<file path="src/rtl/disp_scan8_if.sv">
// Display-word and pin-side signals of the 8-digit scan driver.
// The mapper side drives valor; the driver side produces the pins.
interface disp_scan8_if;
    logic [31:0] valor;
    logic [7:0]  an;
    logic [6:0]  seg;
    logic        dp;
    logic        frame_tick;

    modport master (output valor, input an, seg, dp, frame_tick);
    modport slave  (input valor, output an, seg, dp, frame_tick);
endinterface

</file>
<file path="src/rtl/disp_scan8.sv">
// Eight-digit multiplexed common-anode 7-segment scanner.
// The display word is latched once per frame, and anodes are blanked at each slot start.
module disp_scan8 #(
    parameter int DIV   = 100000,
    parameter int BLANK = 8
) (
    input logic         clk,
    input logic         rst,
    disp_scan8_if.slave bus
);
    localparam int CW = (DIV > 1) ? $clog2(DIV) : 1;
    localparam logic [CW-1:0] CNT_LAST = CW'(DIV - 1);

    logic [CW-1:0] cnt_q, cnt_d;
    logic [2:0]    idx_q, idx_d;
    logic [31:0]   shadow_q, shadow_d;
    logic [7:0]    an_q, an_d;
    logic [6:0]    seg_q, seg_d;
    logic          frame_tick_q, frame_tick_d;

    logic          slot_end;
    logic          frame_end;
    logic          blank_w;
    logic [3:0]    nib;
    logic [6:0]    pat;

    generate
        if (BLANK == 0) begin : g_noblank
            assign blank_w = 1'b0;
        end else begin : g_blank
            assign blank_w = (cnt_q < CW'(BLANK));
        end
    endgenerate

    // Digit 7 is the numeric octave digit; the others use the note-text glyph set.
    function automatic logic [6:0] decode(input logic numeric, input logic [3:0] n);
        logic [6:0] p;
        case (n)
            4'h0: p = 7'h3F;
            4'h1: p = 7'h06;
            4'h2: p = 7'h5B;
            4'h3: p = 7'h4F;
            4'h4: p = 7'h66;
            4'h5: p = 7'h6D;
            4'h6: p = numeric ? 7'h7D : 7'h50;
            4'h7: p = numeric ? 7'h07 : 7'h38;
            4'h8: p = numeric ? 7'h7F : 7'h37;
            4'h9: p = numeric ? 7'h6F : 7'h00;
            4'hA: p = 7'h77;
            4'hB: p = numeric ? 7'h7C : 7'h76;
            4'hC: p = 7'h39;
            4'hD: p = 7'h5E;
            4'hE: p = 7'h79;
            default: p = 7'h71;
        endcase
        return p;
    endfunction

    assign slot_end  = (cnt_q == CNT_LAST);
    assign frame_end = slot_end && (idx_q == 3'd7);
    assign nib       = shadow_q[{idx_q, 2'b00} +: 4];
    assign pat       = decode(idx_q == 3'd7, nib);

    always_comb begin
        cnt_d        = slot_end ? '0 : cnt_q + 1'b1;
        idx_d        = slot_end ? idx_q + 3'd1 : idx_q;
        shadow_d     = frame_end ? bus.valor : shadow_q;
        an_d         = blank_w ? 8'hFF : ~(8'h01 << idx_q);
        seg_d        = ~pat;
        frame_tick_d = frame_end;
    end

    always_ff @(posedge clk) begin
        if (rst) begin
            cnt_q        <= '0;
            idx_q        <= 3'd0;
            shadow_q     <= 32'h0999_9999;
            an_q         <= 8'hFF;
            seg_q        <= 7'h7F;
            frame_tick_q <= 1'b0;
        end else begin
            cnt_q        <= cnt_d;
            idx_q        <= idx_d;
            shadow_q     <= shadow_d;
            an_q         <= an_d;
            seg_q        <= seg_d;
            frame_tick_q <= frame_tick_d;
        end
    end

    assign bus.an         = an_q;
    assign bus.seg        = seg_q;
    assign bus.dp         = 1'b1;
    assign bus.frame_tick = frame_tick_q;
endmodule

</file>
<file path="src/flat_wrapper.sv">
// flat-port wrapper written by rule: the top's interface ports become plain ports
module disp_scan8_flat 
#(
    parameter int DIV   = 100000,
    parameter int BLANK = 8
)
  (clk, rst, bus_valor, bus_an, bus_seg, bus_dp, bus_frame_tick);
  disp_scan8_if bus_i ();
  input logic clk;
  input logic rst;
  input wire logic [$bits(bus_i.valor)-1:0] bus_valor;
  output wire logic [$bits(bus_i.an)-1:0] bus_an;
  output wire logic [$bits(bus_i.seg)-1:0] bus_seg;
  output wire logic [$bits(bus_i.dp)-1:0] bus_dp;
  output wire logic [$bits(bus_i.frame_tick)-1:0] bus_frame_tick;
  assign bus_i.valor = bus_valor;
  assign bus_an = bus_i.an;
  assign bus_seg = bus_i.seg;
  assign bus_dp = bus_i.dp;
  assign bus_frame_tick = bus_i.frame_tick;
  disp_scan8 #(.DIV(DIV), .BLANK(BLANK)) u_core (.clk(clk), .rst(rst), .bus(bus_i));
endmodule
</file>
<file path="config.mk">
export PLATFORM = sky130hd
export DESIGN_NAME = disp_scan8_flat
export DESIGN_NICKNAME = d
export VERILOG_FILES = /design/src/rtl/disp_scan8_if.sv /design/src/rtl/disp_scan8.sv /design/src/flat_wrapper.sv
export SDC_FILE = /design/constraint.sdc
export NUM_CORES = 1
export LEC_CHECK = 0
export CORE_ASPECT_RATIO = 0.7
export CORE_MARGIN = 2
export CORE_UTILIZATION = 53
export DETAILED_ROUTE_END_ITERATION = 8
export MAX_ROUTING_LAYER = met4
export PLACE_DENSITY = 0.79
export SLEW_MARGIN = 30
export SYNTH_ARGS = -nofsm -noshare
export SYNTH_HDL_FRONTEND = slang
export SYNTH_SLANG_ARGS = --single-unit
</file>
<file path="constraint.sdc">
create_clock -name clk -period 2.6 [get_ports clk]
set_input_delay 0.52 -clock clk [delete_from_list [all_inputs] [get_ports clk]]
set_output_delay 0.52 -clock clk [all_outputs]
set_load 0.05 [all_outputs]
</file>
==> results of run 1 <==
==> state kept, by name, indices dropped and copies added, names as in the netlist <==
signal                 cells
u_core.bus.an              8
u_core.bus.frame_tick      1
u_core.bus.seg             7
u_core.cnt_q              17
u_core.idx_q               3
u_core.shadow_q           32
==> routing by layer <==
| metal | wire length [µm] | part of all wire, % | vias to the layer above |
|---|---|---|---|
| li1 | - | - | 1226 |
| met1 | 3060 | 48 | 1127 |
| met2 | 2789 | 44 | 80 |
| met3 | 442 | 7.0 | 5 |
| met4 | 48 | 0.76 | 0 |
| met5 | 0 | 0 | - |
==> kinds of logic after synthesis <==
| logic type | after synthesis | share of synthesized area (%) |
|---|---|---|
| AOI/OAI and AO/OA | 45 | 11.00 |
| DFF | 68 | 43.21 |
| buffers and inverters | 26 | 5.322 |
| xor gates and xnor gates | 17 | 4.726 |
| other | 1 | 0.1190 |
| adders and majority gates | 7 | 2.780 |
| muxes | 29 | 13.11 |
| and+or+nand+nor | 131 | 19.74 |
==> final cells by class <==
| class | instances | area [µm²] |
|---|---|---|
| inverters | 8 | 30.03 |
| flip-flops and latches | 68 | 1361 |
| clock buffers | 11 | 151.4 |
| multi-input cells | 230 | 1622 |
| clock inverters | 5 | 36.28 |
| repair buffers | 57 | 563.0 |
| well taps | 75 | 93.84 |
| fillers | 460 | 1869 |
==> how the worst min path moves through the flow <==
stage               slack, ns                  end  cells past startpoint
finish                   0.46  u_core.shadow_q[14]                      2
global route             0.49  u_core.shadow_q[13]                      2
detailed placement       0.45  u_core.shadow_q[14]                      2
floorplan                0.43      u_core.cnt_q[0]                      1
CTS                      0.46  u_core.shadow_q[14]                      2
global placement         0.44      u_core.cnt_q[0]                      1
==> worst min-delay path: stages, from the launching register on <==
cell,delay [ns]
dfxtp_1,0.31
nand2_1,0.06
a21oi_2,0.04
==> metrics by stage <==
step / hold slack, ns / cells
2_1_floorplan: 0.4259 / 324
3_3_place_gp: 0.4386 / 438
3_5_place_dp: 0.4495 / 438
4_1_cts: 0.4613 / 454
5_1_grt: 0.4852 / 454
6_report: 0.4581 / 454
==> placed cells by master, fill, tap and decap left out, types with 3 or more instances in the layout <==
master | Yosys | final
nand3_1 | 9 | 9
nand2_2 | 8 | 8
mux4_2 | 8 | 8
nand2_1 | 60 | 60
buf_4 | 6 | 7
clkdlybuf4s50_1 | 0 | 49
ha_1 | 7 | 7
clkbuf_8 | 0 | 11
dfxtp_1 | 68 | 68
and2_1 | 3 | 3
o211ai_1 | 4 | 4
nand4_1 | 3 | 3
inv_1 | 7 | 7
a21oi_1 | 4 | 4
nor3_1 | 6 | 6
mux2i_1 | 16 | 16
o21ai_0 | 5 | 5
nor2_1 | 25 | 25
and3_1 | 6 | 6
clkinvlp_4 | 0 | 3
nor4_1 | 3 | 3
xnor2_1 | 13 | 13
a21oi_2 | 18 | 18
xor2_1 | 4 | 4
==> report_power, final <==
| part | total [W] | leakage (nW) | switching (W) | internal (W) |
|---|---|---|---|---|
| registers | 0.00105 | 0.549 | 0.00000423 | 0.00104 |
| logic | 0.0000858 | 0.660 | 0.0000341 | 0.0000517 |
| clock network | 0.000803 | 0.0876 | 0.000406 | 0.000397 |
| total | 0.00194 | 1.30 | 0.000444 | 0.00149 |
==> results.cfg, run 1 <==
[floorplanning]
io_pins = 51
die_w_um = 96.15
fp-row-count = 23
core_mm2 = 0.005727
die_h_um = 68.51
start_util_pct = 55.01
die_area_mm2 = 0.006587

[worst_setup_path]
r2r_slack_ns = 0.28
worstSetupEndpointType = flop
path_class = flop to flop
r2r-end = u_core.cnt_q[11]
path_max_fanout = 15
crit_buf_inv = 0
crit_end = u_core.cnt_q[11]
max_stage_delay_ns = 0.56
cp.arrival_ns = 2.54
cp.required_ns = 2.82
worstSetupPathDepth = 6
rr_worst_depth = 6
crit_family = simple AND/OR/NAND/NOR gates
critical_path.cell_chain = ha_1 > nand3_2 > nor4_1 > nand2_1 > nand2_1 > nor2_1
crit_path_start_kind = flop
rr_startpoint = u_core.cnt_q[0]
crit_start = u_core.cnt_q[0]
crit_slowest_cell = nor4_1
cp_common_cell = nand2_1

[placed_design]
dpl-instance-area_mm2 = 0.003670
io_buffer_count = 49
hpwl_um = 4600
globalplace.congestion = 0.8886
pre_cts_ws_ns = 0.2397

[hold_path]
hold_path.class = flop to flop
min_from = u_core.shadow_q[14]

[clock_tree]
cts_buffer_depth = 2
cts_tree = built
cts_made_buffers = 9
clkTransAtPathRegs_ns = 0.07
htree_levels = 3
cts_resized = 0
cts_setup_buffers = 0
cts-root-buf = clkbuf_8
clock_latency_ns = 0.35
cts.sinks = 68
holdBufCountCts = 0

[yosys]
synth_area_mm2 = 0.003151
synth_cell_type_count = 46
postSynthCellCount = 324
synth_top_area_share_pct = 43.21
synth_seq_cells = 68
synth_top_cells_by_count = dfxtp_1 (68), nand2_1 (60), nor2_1 (25), a21oi_2 (18), mux2i_1 (16)
ys_warn_count = 0
synth_most_common_cell = dfxtp_1
yosys-top-cells-area = dfxtp_1 (43%), nand2_1 (7.1%), mux4_2 (5.7%)
synthArstFlopShare_pct = 0
synth_edf_count = 0
ys.flop_type = dfxtp_1
synth_fp_nets = 365
synth_top_area_cell = dfxtp_1
avgSynthCellArea_um2 = 9.724
yosysSeqAreaShare_pct = 43.21

[drt]
ant_nets = 0
drc_errors = 0
drt-total-wl_um = 6340
post_drt_via_cell_ratio = 5.370
wl_per_cell_um = 13.96
vias = 2438
drtIter0Drc = 140
dr.pass1.iters = 4

[sta]
timing.final.ws_setup_ns = 0.2806
fin_crit_sh_pct = 89.21
setup_viol = 0
fin_tns_setup_ns = 0
clock_skew_ns = 0.005834
tightest_slew_ns = 0.5834
maxSlewViolCount = 0
max_freq_ghz = 0.4311
finalHoldViolCount = 0
rsz0062_at_grt = no
timing.final.crit_period_ns = 2.319
relSlewSlack_pct = 60.75

[global_routing]
use_met2_pct = 32.90
grt_pass1_wl_um = 10610
grt-ovfl-total = 0
grt_use_met3_pct = 7.500
met1_usage_pct = 29.22
grt_pass1_vias = 2269
grt.total_usage_pct = 22.03
antenna_found_initial = 0
grt_busiest_layer = met2
grt_max_degree = 33

[flow_run]
maxCapViolCount = 0

[finish]
num-nets-final = 415
antenna_cells = 0
drive_gt1_share_pct = 17.94
fin_util_pct = 67.36
area_growth_pct = 22.44
finalInstanceArea_mm2 = 0.003857

[power_and_ir_drop]
peakVddDrop_mv = 0.3110
power.density_mw_per_mm2 = 502.4
power_leakage_nw = 1.297
power.total_w = 0.001938

[status]
status = finished, final reports clean
Note: power is estimated with default switching activity, not from simulation.
==> run 2, diff against run 1 <==
- CORE_ASPECT_RATIO: 0.7 -> 0.8
- CTS_CLUSTER_SIZE: not set -> 12
- RECOVER_POWER: not set -> 50
==> run 2 against run 1 <==
Count of clock-buffer cells in the layout unchanged. Sequential power about the same. Largest power group unchanged. Flip-flop and latch count unchanged. Final area down 0.62%. First-iteration DRC count up 3.6%.
==> results.cfg, run 2 (synthesis results as in run 1) <==
[hold_path]
min_from = u_core.shadow_q[26]
hold_path.class = flop to flop

[worst_setup_path]
crit_path_start_kind = flop
max_stage_delay_ns = 0.65
crit_slowest_cell = dfxtp_1
crit_buf_inv = 0
worstSetupEndpointType = flop
path_max_fanout = 15
critical_path.cell_chain = mux4_2 > mux2i_2 > and2_0 > o21ai_0 > a31o_1
path_class = flop to flop
cp.arrival_ns = 2.69
crit_family = multiplexers
crit_start = u_core.idx_q[2]
rr_startpoint = u_core.idx_q[2]
cp.required_ns = 2.83

[power_and_ir_drop]
power.density_mw_per_mm2 = 494.9
peakVddDrop_mv = 0.2823
power_leakage_nw = 1.255

[global_routing]
grt_pass1_vias = 2131
antenna_found_initial = 0
grt_pass1_wl_um = 10050
grt.total_usage_pct = 20.24
grt_max_degree = 22
grt-ovfl-total = 0

[sta]
fin_tns_setup_ns = 0
fin_crit_sh_pct = 94.58
max_freq_ghz = 0.4066
setup_viol = 0
tightest_slew_ns = 0.7076
clock_skew_ns = 0.005514
timing.final.crit_period_ns = 2.459
rsz0062_at_grt = no
finalHoldViolCount = 0
relSlewSlack_pct = 51.89
whs_ns = 0.4589
maxSlewViolCount = 0

[drt]
drt-total-wl_um = 6136
vias = 2401
ant_nets = 0
drc_errors = 0
dr.pass1.iters = 4
wl_per_cell_um = 13.34
drtIter0Drc = 145
post_drt_via_cell_ratio = 5.220

[placed_design]
globalplace.congestion = 0.8845
hpwl_um = 4471
io_buffer_count = 49

[finish]
drive_gt1_share_pct = 17.41
largest_reg_flops = 32
antenna_cells = 0
layout_commonest_cell = dfxtp_1
seqCellArea_mm2 = 0.001361
num-nets-final = 416
fillCellCount = 504
area_growth_pct = 21.68
layout_common_cells = dfxtp_1 (68), nand2_1 (61), clkdlybuf4s50_1 (32), nor2_1 (25), a21oi_2 (18)
regMostFlops = u_core.shadow_q
multi_input_area_mm2 = 0.001607

[clock_tree]
cts.sinks = 68
cts-root-buf = clkbuf_8
holdBufCountCts = 0
clkTransAtPathRegs_ns = 0.07
cts_tree = built
clock_latency_ns = 0.34
cts_made_buffers = 9
cts_buffer_depth = 2
cts_resized = 0
cts_setup_buffers = 0
htree_levels = 3

[status]
status = finished, final reports clean

[floorplanning]
die_h_um = 72.96
fp-row-count = 25
start_util_pct = 54.15
die_area_mm2 = 0.006581
core_mm2 = 0.005818
die_w_um = 90.20
io_pins = 51

[flow_run]
maxCapViolCount = 0
run 2: worst min-delay path: stages, from the launching register on:
cell and delay (ns):
dfxtp_1 0.31, nand2_1 0.06, a21oi_2 0.04
run 2: per-stage QoR:
step | utilization (%) | setup WS (ns) | instances | area, µm² | total power, W
floorplan | - | 0.5562 | 324 | 3151 | 0.001101
global placement | 63.12 | 0.4060 | 445 | 3672 | 0.001159
detailed placement | 63.12 | 0.2827 | 445 | 3672 | 0.001160
CTS | 66.15 | 0.2906 | 460 | 3849 | 0.001919
global route | 65.89 | 0.03535 | 460 | 3834 | 0.001962
finish | 65.89 | 0.1408 | 460 | 3834 | 0.001897
run 2: layout make-up:
class	count	share of cell area, %
Timing Repair Buffer	58	14.56
Clock inverter	4	0.6527
Sequential cell	68	35.51
Tap cell	81	2.644
Inverter	8	0.7833
Multi-Input combinational cell	230	41.91
Clock buffer	11	3.949
run 2: path summary, 6_finish.rpt:
kind	slack, ns	to	cells after the start
min reg2reg	0.46	u_core.shadow_q[26]	2
max	0.14	u_core.bus.seg[5]	5
min	0.46	u_core.shadow_q[26]	2
max reg2reg	0.14	u_core.bus.seg[5]	5
run 2: layer usage:
| metal | track usage, % | wire length, µm | vias to the layer above |
|---|---|---|---|
| met4 | 8.889 | 99 | 0 |
| met2 | 30.33 | 2641 | 83 |
| met5 | - | 0 | - |
| li1 | - | - | 1214 |
| met1 | 25.87 | 3007 | 1096 |
| met3 | 5.785 | 387 | 8 |
run 2: report_power, final:
| part | internal [W] | switching (W) |
|---|---|---|
| Clock | 0.000388 | 0.000372 |
| Sequential | 0.00105 | 0.00000431 |
| Combinational | 0.0000523 | 0.0000345 |
| Total | 0.00149 | 0.000411 |
